<file path="src/rtl/inst_fetch_queue.sv">
// rtl/inst_fetch_queue.sv - show-ahead instruction queue between I-cache fetch and decode
module inst_fetch_queue #(
    parameter int DEPTH = 4,
    parameter int PTR_W = 2
) (
    input  logic             clk,
    input  logic             rst,
    input  logic             flush,
    input  logic             if_valid,
    input  logic [31:0]      if_pc,
    input  logic [31:0]      if_instr,
    input  logic             if_adel,
    output logic             if_ready,
    input  logic             stallD,
    output logic             validD,
    output logic [31:0]      instrD,
    output logic [31:0]      pcD,
    output logic             adelD,
    output logic [PTR_W:0]   countQ
);

    localparam logic [PTR_W:0] FULL_CNT = (PTR_W + 1)'(DEPTH);

    logic [31:0]      pc_mem    [DEPTH];
    logic [31:0]      instr_mem [DEPTH];
    logic             adel_mem  [DEPTH];
    logic [PTR_W-1:0] wr_ptr;
    logic [PTR_W-1:0] rd_ptr;
    logic [PTR_W:0]   count;
    logic             push;
    logic             pop;

    // if_ready looks only at the registered count, so a full queue refuses
    // an offer even in a cycle where decode drains the head.
    assign if_ready = (count != FULL_CNT);
    assign validD   = (count != '0);
    assign push     = if_valid & if_ready;
    assign pop      = validD & ~stallD;

    assign pcD    = pc_mem[rd_ptr];
    assign instrD = validD ? instr_mem[rd_ptr] : 32'h0;
    assign adelD  = validD & adel_mem[rd_ptr];
    assign countQ = count;

    always_ff @(posedge clk) begin
        if (rst) begin
            wr_ptr <= '0;
            rd_ptr <= '0;
            count  <= '0;
        end else if (flush) begin
            wr_ptr <= '0;
            rd_ptr <= '0;
            count  <= '0;
        end else begin
            if (push) wr_ptr <= wr_ptr + 1'b1;
            if (pop)  rd_ptr <= rd_ptr + 1'b1;
            if (push && !pop)      count <= count + 1'b1;
            else if (pop && !push) count <= count - 1'b1;
        end
    end

    // Only slot 0 is cleared on reset: it is the head after reset, which keeps pcD defined.
    always_ff @(posedge clk) begin
        if (rst) begin
            pc_mem[0] <= '0;
        end else if (push && !flush) begin
            pc_mem[wr_ptr]    <= if_pc;
            instr_mem[wr_ptr] <= if_instr;
            adel_mem[wr_ptr]  <= if_adel;
        end
    end

endmodule

</file>
<file path="config.mk">
export PLATFORM = sky130hd
export DESIGN_NAME = inst_fetch_queue
export DESIGN_NICKNAME = d
export VERILOG_FILES = /design/src/rtl/inst_fetch_queue.sv
export SDC_FILE = /design/constraint.sdc
export NUM_CORES = 1
export LEC_CHECK = 0
export CAP_MARGIN = 20
export CORE_UTILIZATION = 49
export DETAILED_ROUTE_END_ITERATION = 8
export HOLD_SLACK_MARGIN = 0.15
export PLACE_DENSITY = 0.72
export SLEW_MARGIN = 10
export SYNTH_ARGS = -nofsm -noshare
export SYNTH_HDL_FRONTEND = slang
export SYNTH_SLANG_ARGS = --single-unit
</file>
<file path="constraint.sdc">
create_clock -name clk -period 4.65 [get_ports clk]
set_input_delay 0.6975 -clock clk [delete_from_list [all_inputs] [get_ports clk]]
set_output_delay 0.6975 -clock clk [all_outputs]
set_load 0.1 [all_outputs]
</file>
==> reports/qor.csv, run 1 <==
metric,value,unit
netlist_top_cells_area,"edfxtp_1 76%, mux4_2 14%, and2_1 2.2%",
clock_power_share,0.351,
fraction_of_met3_tracks_used_by_global_routing,0.04876,
final_critical_path_setup_slack,0.7239,ns
ys_types,31,
area_delta_synth_final,24.37,%
worst_slew_margin_rel,0.2866,
leakagePower,4.151,nW
grt_start_max_net_pins,51,
worst_ep_required_time,3.95,ns
critical_path_buf_inv_count,2,
synth_top_area_frac,0.7554,
wl_per_cell,20.62,microns
drt_drc_violations_left,0,
fin_cells,914,
yosys-mux-area-fraction,0.1426,
floorplan.initialDensity,0.5059,
synth_nets,548,
vias,4913,
holdBufCountCts,0,
synth_xor_area_frac,0.001695,
std_cell_rows,52,
gr-usage-met2,0.3017,
fmax,254.7,MHz
part_of_the_total_power_dissipated_in_sequential_elements,0.471,
postCtsSetupBuffers,0,
antenna-diode-count,0,
final.period_utilization,0.8443,
drt_first_pass_iters,6,
path_class,flop to output pin,
fillerInstances,1415,
drt-total-wl,18850,microns
fp.dieArea,21680,sq um
synth.top_cells.by_count,"260 x edfxtp_1, 65 x mux4_2, 36 x and2_1, 33 x nor2b_1",
drv_cap,0,
hpwl,11250,microns
finalSetupViolCount,0,
layout_cell_share_with_drive_strength_beyond_1,0.2034,
powerDensity,449.3,nW/um^2
grt_setup_unrepaired,false,
synth_warnings,0,
placeableCoreArea,20430,sq um
final_max_slew_viol_count,0,
drt_iter0_drc,242,
peakVddDrop,0.3547,mV
grt_pass1_wl,29550,microns
die_y,147.2,microns
setup_tns,0,ns
synth_compound_gate_area_share,0.005569,
combinational_family_with_the_most_area_after_synthesis,multiplexers,
crit_chain,buf_4 > mux4_2 > nor2b_1 > clkdlybuf4s50_1,
switchingPower,1.628,mW
netlist_area,10330,sq um
synth-edff-count,260,
grt.total_usage,0.1809,
ant_nets,0,
place_ws,1.080,ns
path_clk_slew,0.06,ns
busiest_layer,met2,
ys_seq_area_frac,0.7729,
finalCriticalPeriod,3.926,ns
timing.hold.worst.class,flop to flop,
die_width,147.2,microns
ctsResizeCount,0,
critPathMaxStageDelay,0.96,ns
netlist_instances,472,
timing.final.hold_violations,0,
ctsLongestPathBuffers,3,
dpl.cell_count,866,
finalNetCount,701,
switching_part_of_the_total_power,0.2819,
synthSimpleGateAreaFrac,0.05254,
worst_setup_path_start_kind,flop,
ys_seq_elements,269,
grt-ovfl-total,0,
worst_clk_skew,0.01616,ns
globalRouteMet1Util,0.2356,
tritoncts_clock_tree,yes,
first_global_vias,5330,
dominantRegCellSynth,edfxtp_1,
library_cell_with_the_highest_instance_count_after_synthesis,edfxtp_1,
grt_antenna_before_repair,0,
cts.root.buffer_cell,clkbuf_16,
tritoncts.num_buffers,27,
portBuffers,139,
crit_path_top_delay_cell,clkdlybuf4s50_1,
synth_largest_area_cell,edfxtp_1,
critPathCaptureType,output pin,
htreeDepth,1,
top_level_ports,140,
cts.sinks,269,
run_status,finished clean,
cp_top_family,buffers and inverters,
timing.critical_path.fanout_max,20,
place.gp.congestion,0.7274,
power.share.combinational,0.178,
cp.arrival,3.23,ns
drt-vias-per-instance,5.375,
clock_latency,0.53,ns
internal_pwr_total,4.147,mW
synthesis.area_per_instance,21.90,sq um
synth_fa_ha_area_frac,0.007990,
worst_margin_slew,1.068,ns
postSynth.asyncResetShare,0,
-- layout by cell type (no fill, tap or decap), types with 6 or more instances in the layout --
cell	count
edfxtp_1	260
clkdlybuf4s50_1	133
mux4_2	65
nor2b_1	33
and2_1	32
clkbuf_16	27
buf_4	13
dfxtp_1	7
clkinv_1	6
-- kinds of logic (layout without fill, tap and decap cells) --
group           Yosys count  in the layout
buf+inv                  30            202
simple gates             88             88
xor+xnor                  2              2
compound gates           11             11
mux                      66             66
fa+ha+maj                 6              6
flops                   269            269
-- power groups by stage --
stage	clock (mW)	combinational [mW]	sequential, mW
3_5_place_dp	0	1.03	2.77
4_1_cts	2.06	1.04	2.72
5_1_grt	2.15	1.07	2.72
2_1_floorplan	0	0.748	2.78
3_3_place_gp	0	1.03	2.77
6_report	2.03	1.03	2.72
-- state kept, by name, summed over array words and instances (netlist names), named ones only --
name       count
instr_mem    128
wr_ptr         2
rd_ptr         2
countQ         3
adel_mem       4
pc_mem       128
-- final timing paths --
check / startpoint / to / slack [ns] / cells past startpoint
worst min register to register: rd_ptr[1] / flop / 0.48 / 2
worst min-delay path: rd_ptr[1] / flop / 0.48 / 2
worst max-delay path: flop / instrD[23] / 0.72 / 4
worst max register to register: countQ[0] / instr_mem[1][26] / 2.13 / 3
-- layer usage --
metal	wire, microns	vias to the layer above	share of wire
li1	-	2218	-
met1	7822	2509	0.42
met2	9267	155	0.49
met3	1367	31	0.073
met4	390	0	0.021
met5	0	-	0
-- worst register-to-register path, cell delays in order (launching register included) --
cell and delay [ns]:
dfxtp_1 0.47, nor3b_2 0.14, nor3_4 0.61, and2_2 0.90
-- metrics by stage --
stage                       util  total power, mW  hold slack [ns]  instance area [sq um]
final                     0.6292            5.775           0.4844                  12850
after global routing      0.6292            5.943           0.5032                  12850
after CTS                 0.6292            5.822           0.4867                  12850
after detailed placement  0.5885            3.804           0.4821                  12020
after global placement    0.5885            3.796           0.4648                  12020
after floorplan                -            3.528           0.4647                  10340
-- area by class of cell --
| class | count | area, sq um | area share |
|---|---|---|---|
| Tap cell | 270 | 337.8 | 0.02628 |
| Timing Repair Buffer | 147 | 1449 | 0.1127 |
| Clock buffer | 32 | 694.4 | 0.05403 |
| Multi-Input combinational cell | 173 | 2215 | 0.1723 |
| Clock inverter | 16 | 136.4 | 0.01061 |
| Inverter | 7 | 26.28 | 0.002044 |
| Sequential cell | 269 | 7995 | 0.6220 |
(Power assumes the default switching activity.)
==> run 2: changes to the inputs <==
Settings changed: PLACE_DENSITY 0.72 to 0.75.
Clock period 4.65 ns to 3.2 ns, I/O delays scaled along.
==> run 2 against run 1 <==
  * Critical path depth unchanged
  * Sequential cell count unchanged
  * Via count increased by 1.4%
  * Utilization is 0.58 points higher
  * Largest cell class unchanged
  * Highest routed layer unchanged
==> reports/qor.csv, run 2 (synthesized netlist as in run 1, its figures left out) <==
metric,value,unit,change
htreeDepth,1,,unchanged
worst_setup_path_start_kind,flop,,unchanged
timing.hold.worst.class,flop to flop,,unchanged
tritoncts.num_buffers,27,,unchanged
layout_cell_share_with_drive_strength_beyond_1,0.3282,,was 0.2034
wl_per_cell,20.73,microns,was 20.62 microns
run_status,finished clean,,unchanged
die_y,147.2,microns,unchanged
mostFrequentLayoutCell,edfxtp_1,,unchanged
drt-total-wl,19130,microns,"was 18,850 microns"
reg.largest.list,"instr_mem (128), pc_mem (128), adel_mem (4)",,unchanged
area_delta_synth_final,25.51,%,was 24.37%
postCtsSetupBuffers,0,,unchanged
hpwl,11460,microns,"was 11,250 microns"
cts.root.buffer_cell,clkbuf_16,,unchanged
timing.critical_path.fanout_max,19,,was 20
worst_r2r_path_depth,8,,was 3
crit_path_frequent_cell,buf_4,,
grt_setup_unrepaired,false,,unchanged
ant_nets,0,,unchanged
final_critical_path_setup_slack,0.3531,ns,was 0.7239 ns
crit_chain,buf_12 > buf_4 > mux4_2 > buf_4,,was buf_4 > mux4_2 > nor2b_1 > clkdlybuf4s50_1
worst_ep_required_time,2.72,ns,was 3.95 ns
grt.total_usage,0.1803,,was 0.1809
finalSetupViolCount,0,,unchanged
final_max_slew_viol_count,0,,unchanged
worst_margin_slew,0.7446,ns,was 1.068 ns
regToRegSetupSlack,1.04,ns,was 2.13 ns
portBuffers,139,,unchanged
powerDensity,664.2,nW/um^2,was 449.3 nW/um^2
critPathCaptureType,output pin,,unchanged
timing.final.hold_violations,0,,unchanged
std_cell_rows,52,,unchanged
drt_iter0_drc,307,,was 242
tritoncts_clock_tree,yes,,unchanged
crit_path_top_delay_cell,dfxtp_4,,was clkdlybuf4s50_1
clock_latency,0.51,ns,was 0.53 ns
place.gp.congestion,0.7469,,was 0.7274
cp.arrival,2.37,ns,was 3.23 ns
first_global_vias,5374,,"was 5,330"
finalCriticalPeriod,2.847,ns,
path_clk_slew,0.06,ns,about the same
vias,4982,,"was 4,913"
drt-vias-per-instance,5.398,,was 5.375
ctsResizeCount,0,,unchanged
critPathMaxStageDelay,0.58,ns,was 0.96 ns
finalNetCount,710,,was 701
peakVddDrop,0.4742,mV,was 0.3547 mV
drt_drc_violations_left,0,,unchanged
placeableCoreArea,20430,sq um,unchanged
drt_first_pass_iters,4,,was 6
place_ws,0.4873,ns,was 1.080 ns
layout_common_cells,"260 x edfxtp_1, 77 x buf_4, 69 x clkdlybuf4s50_1, 65 x mux4_2, 32 x and2_1",,"was 260 x edfxtp_1, 133 x clkdlybuf4s50_1, 65 x mux4_2, 33 x nor2b_1, 32 x and2_1"
fp.dieArea,21680,sq um,unchanged
leakagePower,4.359,nW,was 4.151 nW
holdPathStages,2,,unchanged
rr_startpoint,countQ[0],,unchanged
worst_slew_margin_rel,0.5036,,was 0.2866
cts.sinks,269,,unchanged
critical_path_buf_inv_count,3,,was 2
post-route-util,0.6349,,was 0.6292
ctsLongestPathBuffers,3,,unchanged
drv_cap,0,,unchanged
grt_pass1_wl,29710,microns,"was 29,550 microns"
grt_antenna_before_repair,1,,was 0
top_level_ports,140,,unchanged
path_class,flop to output pin,,unchanged
hold_startpoint,rd_ptr[1],,unchanged
floorplan.initialDensity,0.5059,,unchanged
fmax,351.3,MHz,
grt-ovfl-total,0,,unchanged
final.period_utilization,0.8897,,
cp_top_family,buffers and inverters,,unchanged
grt_start_max_net_pins,48,,was 51
die_width,147.2,microns,unchanged
holdBufCountCts,0,,unchanged
worst_clk_skew,0.008896,ns,was 0.01616 ns
r2r_end,countQ[2],,was instr_mem[1][26]
-- run 2: cell types whose count changed in the layout (fill, tap and decap cells not counted), sizes merged, moves of 2 or more --
| cell | delta |
|---|---|
| clkinvlp | +2 |
| bufinv | +3 |
| buf | +73 |
| clkinv | -2 |
| clkdlybuf4s50 | -64 |
| clkbuf | -3 |
-- run 2: worst reg2reg max path, cell delays in order (launching register included) --
cell and delay, ns:
dfxtp_1 0.48, nor3b_2 0.15, nor2_1 0.18, ha_1 0.21, inv_1 0.06, fa_1 0.37, xor2_1 0.16, or3_1 0.32
a21oi_1 0.16
-- run 2: per-stage QoR --
stage | TNS [ns] | hold WS [ns] | std cells | power, mW | cell area (sq um)
after global placement | 0 | 0.4737 | 875 | 5.515 | 12060
after detailed placement | 0 | 0.4825 | 875 | 5.531 | 12060
after CTS | 0 | 0.4924 | 922 | 8.688 | 12970
final | 0 | 0.4892 | 923 | 8.615 | 12970
after global routing | 0 | 0.5429 | 922 | 8.872 | 12970
after floorplan | -5.102 | 0.4647 | 472 | 5.136 | 10370
-- run 2: power breakdown --
group          total, mW  leakage (nW)  switching (mW)  internal (mW)
combinational       1.50          1.41            1.11          0.393
clock               3.17         0.430            1.23           1.94
sequential          3.95          2.52          0.0307           3.92
-- run 2: area by class of cell --
type | count | area (sq um)
clock buffer | 29 | 683.2
clock inverter | 18 | 222.7
multi-input combinational | 173 | 2235
timing repair buffer | 156 | 1469
sequential | 269 | 7995
inverter | 7 | 26.28
tap | 270 | 337.8
antenna | 1 | 2.502
fill | 1427 | 7458
-- run 2: worst max path at each step --
stage | depth (start not counted) | end | slack, ns | start
final | 4 | pcD[21] | 0.35 | flop
after global routing | 4 | pcD[21] | 0.22 | flop
after global placement | 9 | countQ[2] | 0.61 | if_valid
after detailed placement | 9 | countQ[2] | 0.49 | if_valid
after floorplan | 4 | instrD[10] | -0.24 | countQ[1]
after CTS | 4 | pcD[21] | 0.28 | flop
-- run 2: per-layer routing --
layer | vias to the layer above | share of wire | GRT usage
met1 | 2556 | 0.41 | 0.2360
met4 | 0 | 0.017 | 0.03402
met3 | 31 | 0.074 | 0.04814
met2 | 166 | 0.50 | 0.3071
met5 | - | 0 | 0
li1 | 2229 | - | -
==> run 3: changes to the inputs <==
Settings changed: REMOVE_ABC_BUFFERS from default to 1.
==> run 3 against run 2 <==
  * Clock skew fell by 0.00072 ns
  * Critical path depth unchanged
  * Global-route usage is 0.22 points lower
  * Maximum frequency fell by 0.67%
  * Utilization is 0.74 points lower
  * Highest routed layer unchanged
  * Non-clock buffer count down 3
  * Sequential share of layout area increased by 0.73 points
  * Critical path type unchanged
  * Die area is the same
  * Via count is 0.56% lower
  * Register-to-register slack gained 0.04 ns
  * First-iteration DRC count shrank 18%
==> reports/qor.csv, run 3 (synthesized netlist as in run 1, its figures left out) <==
metric,value,unit,change
die_y,147.2,microns,unchanged
drt_drc_violations_left,0,,unchanged
drt_first_pass_iters,4,,unchanged
final_max_slew_viol_count,0,,unchanged
worst_ep_required_time,2.72,ns,about the same
fmax,348.9,MHz,was 351.3 MHz
drt-total-wl,18600,microns,"was 19,130 microns"
regToRegSetupSlack,1.08,ns,was 1.04 ns
antenna-diode-count,0,,was 1
final.period_utilization,0.8957,,was 0.8897
std_cell_rows,52,,unchanged
cp.arrival,2.39,ns,was 2.37 ns
worst_setup_path_start_kind,flop,,unchanged
run_status,finished clean,,unchanged
path_class,flop to output pin,,unchanged
tritoncts_clock_tree,yes,,unchanged
drt-vias-per-instance,5.385,,was 5.398
worst_margin_slew,0.5763,ns,was 0.7446 ns
layout_common_cells,"260 x edfxtp_1, 76 x buf_4, 69 x clkdlybuf4s50_1, 65 x mux4_2, 33 x nor2b_1",,"was 260 x edfxtp_1, 77 x buf_4, 69 x clkdlybuf4s50_1, 65 x mux4_2, 32 x and2_1"
grt-ovfl-total,0,,unchanged
drt_iter0_drc,253,,was 307
grt_setup_unrepaired,false,,unchanged
ctsLongestPathBuffers,3,,unchanged
grt.total_usage,0.1782,,was 0.1803
finalSetupViolCount,0,,unchanged
die_width,147.2,microns,unchanged
ctsResizeCount,0,,unchanged
cts.sinks,269,,unchanged
top_level_ports,140,,unchanged
finalNetCount,707,,was 710
htreeDepth,1,,unchanged
mostFrequentLayoutCell,edfxtp_1,,unchanged
rr_startpoint,countQ[0],,unchanged
hold_startpoint,rd_ptr[1],,unchanged
path_clk_slew,0.06,ns,about the same
fp.dieArea,21680,sq um,unchanged
hpwl,10860,microns,"was 11,460 microns"
final_critical_path_setup_slack,0.3338,ns,was 0.3531 ns
holdBufCountCts,0,,unchanged
cts.root.buffer_cell,clkbuf_16,,unchanged
setup_tns,0,ns,unchanged
powerDensity,649.4,nW/um^2,was 664.2 nW/um^2
placeableCoreArea,20430,sq um,unchanged
finalCriticalPeriod,2.866,ns,was 2.847 ns
peakVddDrop,0.4407,mV,was 0.4742 mV
placedInstanceArea,12000,sq um,"was 12,060 sq um"
first_global_vias,5355,,"was 5,374"
floorplan.initialDensity,0.5059,,unchanged
timing.final.hold_violations,0,,unchanged
drv_cap,0,,unchanged
layout_cell_share_with_drive_strength_beyond_1,0.3062,,was 0.3282
r2r_end,countQ[2],,unchanged
timing.hold.worst.class,flop to flop,,unchanged
fin_cells,920,,was 923
grt_antenna_before_repair,0,,was 1
reg.largest.list,"instr_mem (128), pc_mem (128), adel_mem (4)",,unchanged
place_ws,0.5185,ns,was 0.4873 ns
worst_r2r_path_depth,8,,unchanged
holdPathStages,2,,unchanged
fin_total_pwr,8.325,mW,was 8.615 mW
leakagePower,4.296,nW,was 4.359 nW
worst_clk_skew,0.008173,ns,was 0.008896 ns
portBuffers,139,,unchanged
ant_nets,0,,unchanged
place.gp.congestion,0.7979,,was 0.7469
grt_start_max_net_pins,39,,was 48
timing.critical_path.fanout_max,19,,unchanged
area_delta_synth_final,24.04,%,was 25.51%
tritoncts.num_buffers,27,,unchanged
vias,4954,,"was 4,982"
critPathCaptureType,output pin,,unchanged
dpl.cell_count,872,,was 875
grt_pass1_wl,29530,microns,"was 29,710 microns"
final_cell_area,12820,sq um,"was 12,970 sq um"
postCtsSetupBuffers,0,,unchanged
wl_per_cell,20.22,microns,was 20.73 microns
worst_slew_margin_rel,0.6158,,was 0.5036
clock_latency,0.51,ns,about the same
## run 3: cell count changes in the layout (fill, tap and decap cells not counted), sizes merged
| cell | previous run | this run |
|---|---|---|
| diode | 1 | 0 |
| bufinv | 5 | 2 |
| clkinv | 10 | 13 |
| buf | 87 | 84 |
| clkinvlp | 4 | 2 |
| clkbuf | 29 | 32 |
## run 3: layout make-up
type,instances,area (sq um)
Sequential cell,269,7995
Multi-Input combinational cell,173,2215
Clock inverter,16,130.1
Inverter,7,26.28
Tap cell,270,337.8
Timing Repair Buffer,153,1421
Clock buffer,32,694.4
Fill cell,1426,7610
## run 3: metal layers
metal  track usage  routed length [microns]  vias to the layer above
li1              -                        -                     2225
met1        0.2373                     7869                     2537
met2        0.2929                     9078                      158
met3       0.04658                     1289                       34
met4       0.04845                      365                        0
met5             0                        0                        -
## run 3: how the worst max path moves through the flow
stage | start | end | slack, ns | cells after the start
after floorplan | flop | adelD | -1.90 | 2
after global placement | if_valid | countQ[2] | 0.64 | 9
after detailed placement | if_valid | countQ[2] | 0.52 | 9
after CTS | flop | instrD[14] | 0.25 | 4
after global routing | flop | instrD[14] | 0.16 | 4
final | flop | instrD[14] | 0.33 | 4
## run 3: stage by stage
step | hold slack, ns | utilization
2_1_floorplan | 0.4647 | -
3_3_place_gp | 0.4815 | 0.5872
3_5_place_dp | 0.4832 | 0.5872
4_1_cts | 0.4929 | 0.6275
5_1_grt | 0.5258 | 0.6275
6_report | 0.4944 | 0.6275
## run 3: critical path, stage by stage, from the launching register on
cell,delay (ns)
dfxtp_4,0.62
buf_4,0.33
mux4_2,0.52
nor2b_1,0.14
buf_4,0.25
## run 3: power breakdown
part / switching [mW] / total, mW / leakage (nW) / internal [mW]
combinational: 1.10 / 1.47 / 1.38 / 0.369
sequential: 0.0306 / 3.95 / 2.52 / 3.92
clock: 1.21 / 2.91 / 0.398 / 1.70
total: 2.34 / 8.33 / 4.30 / 5.99
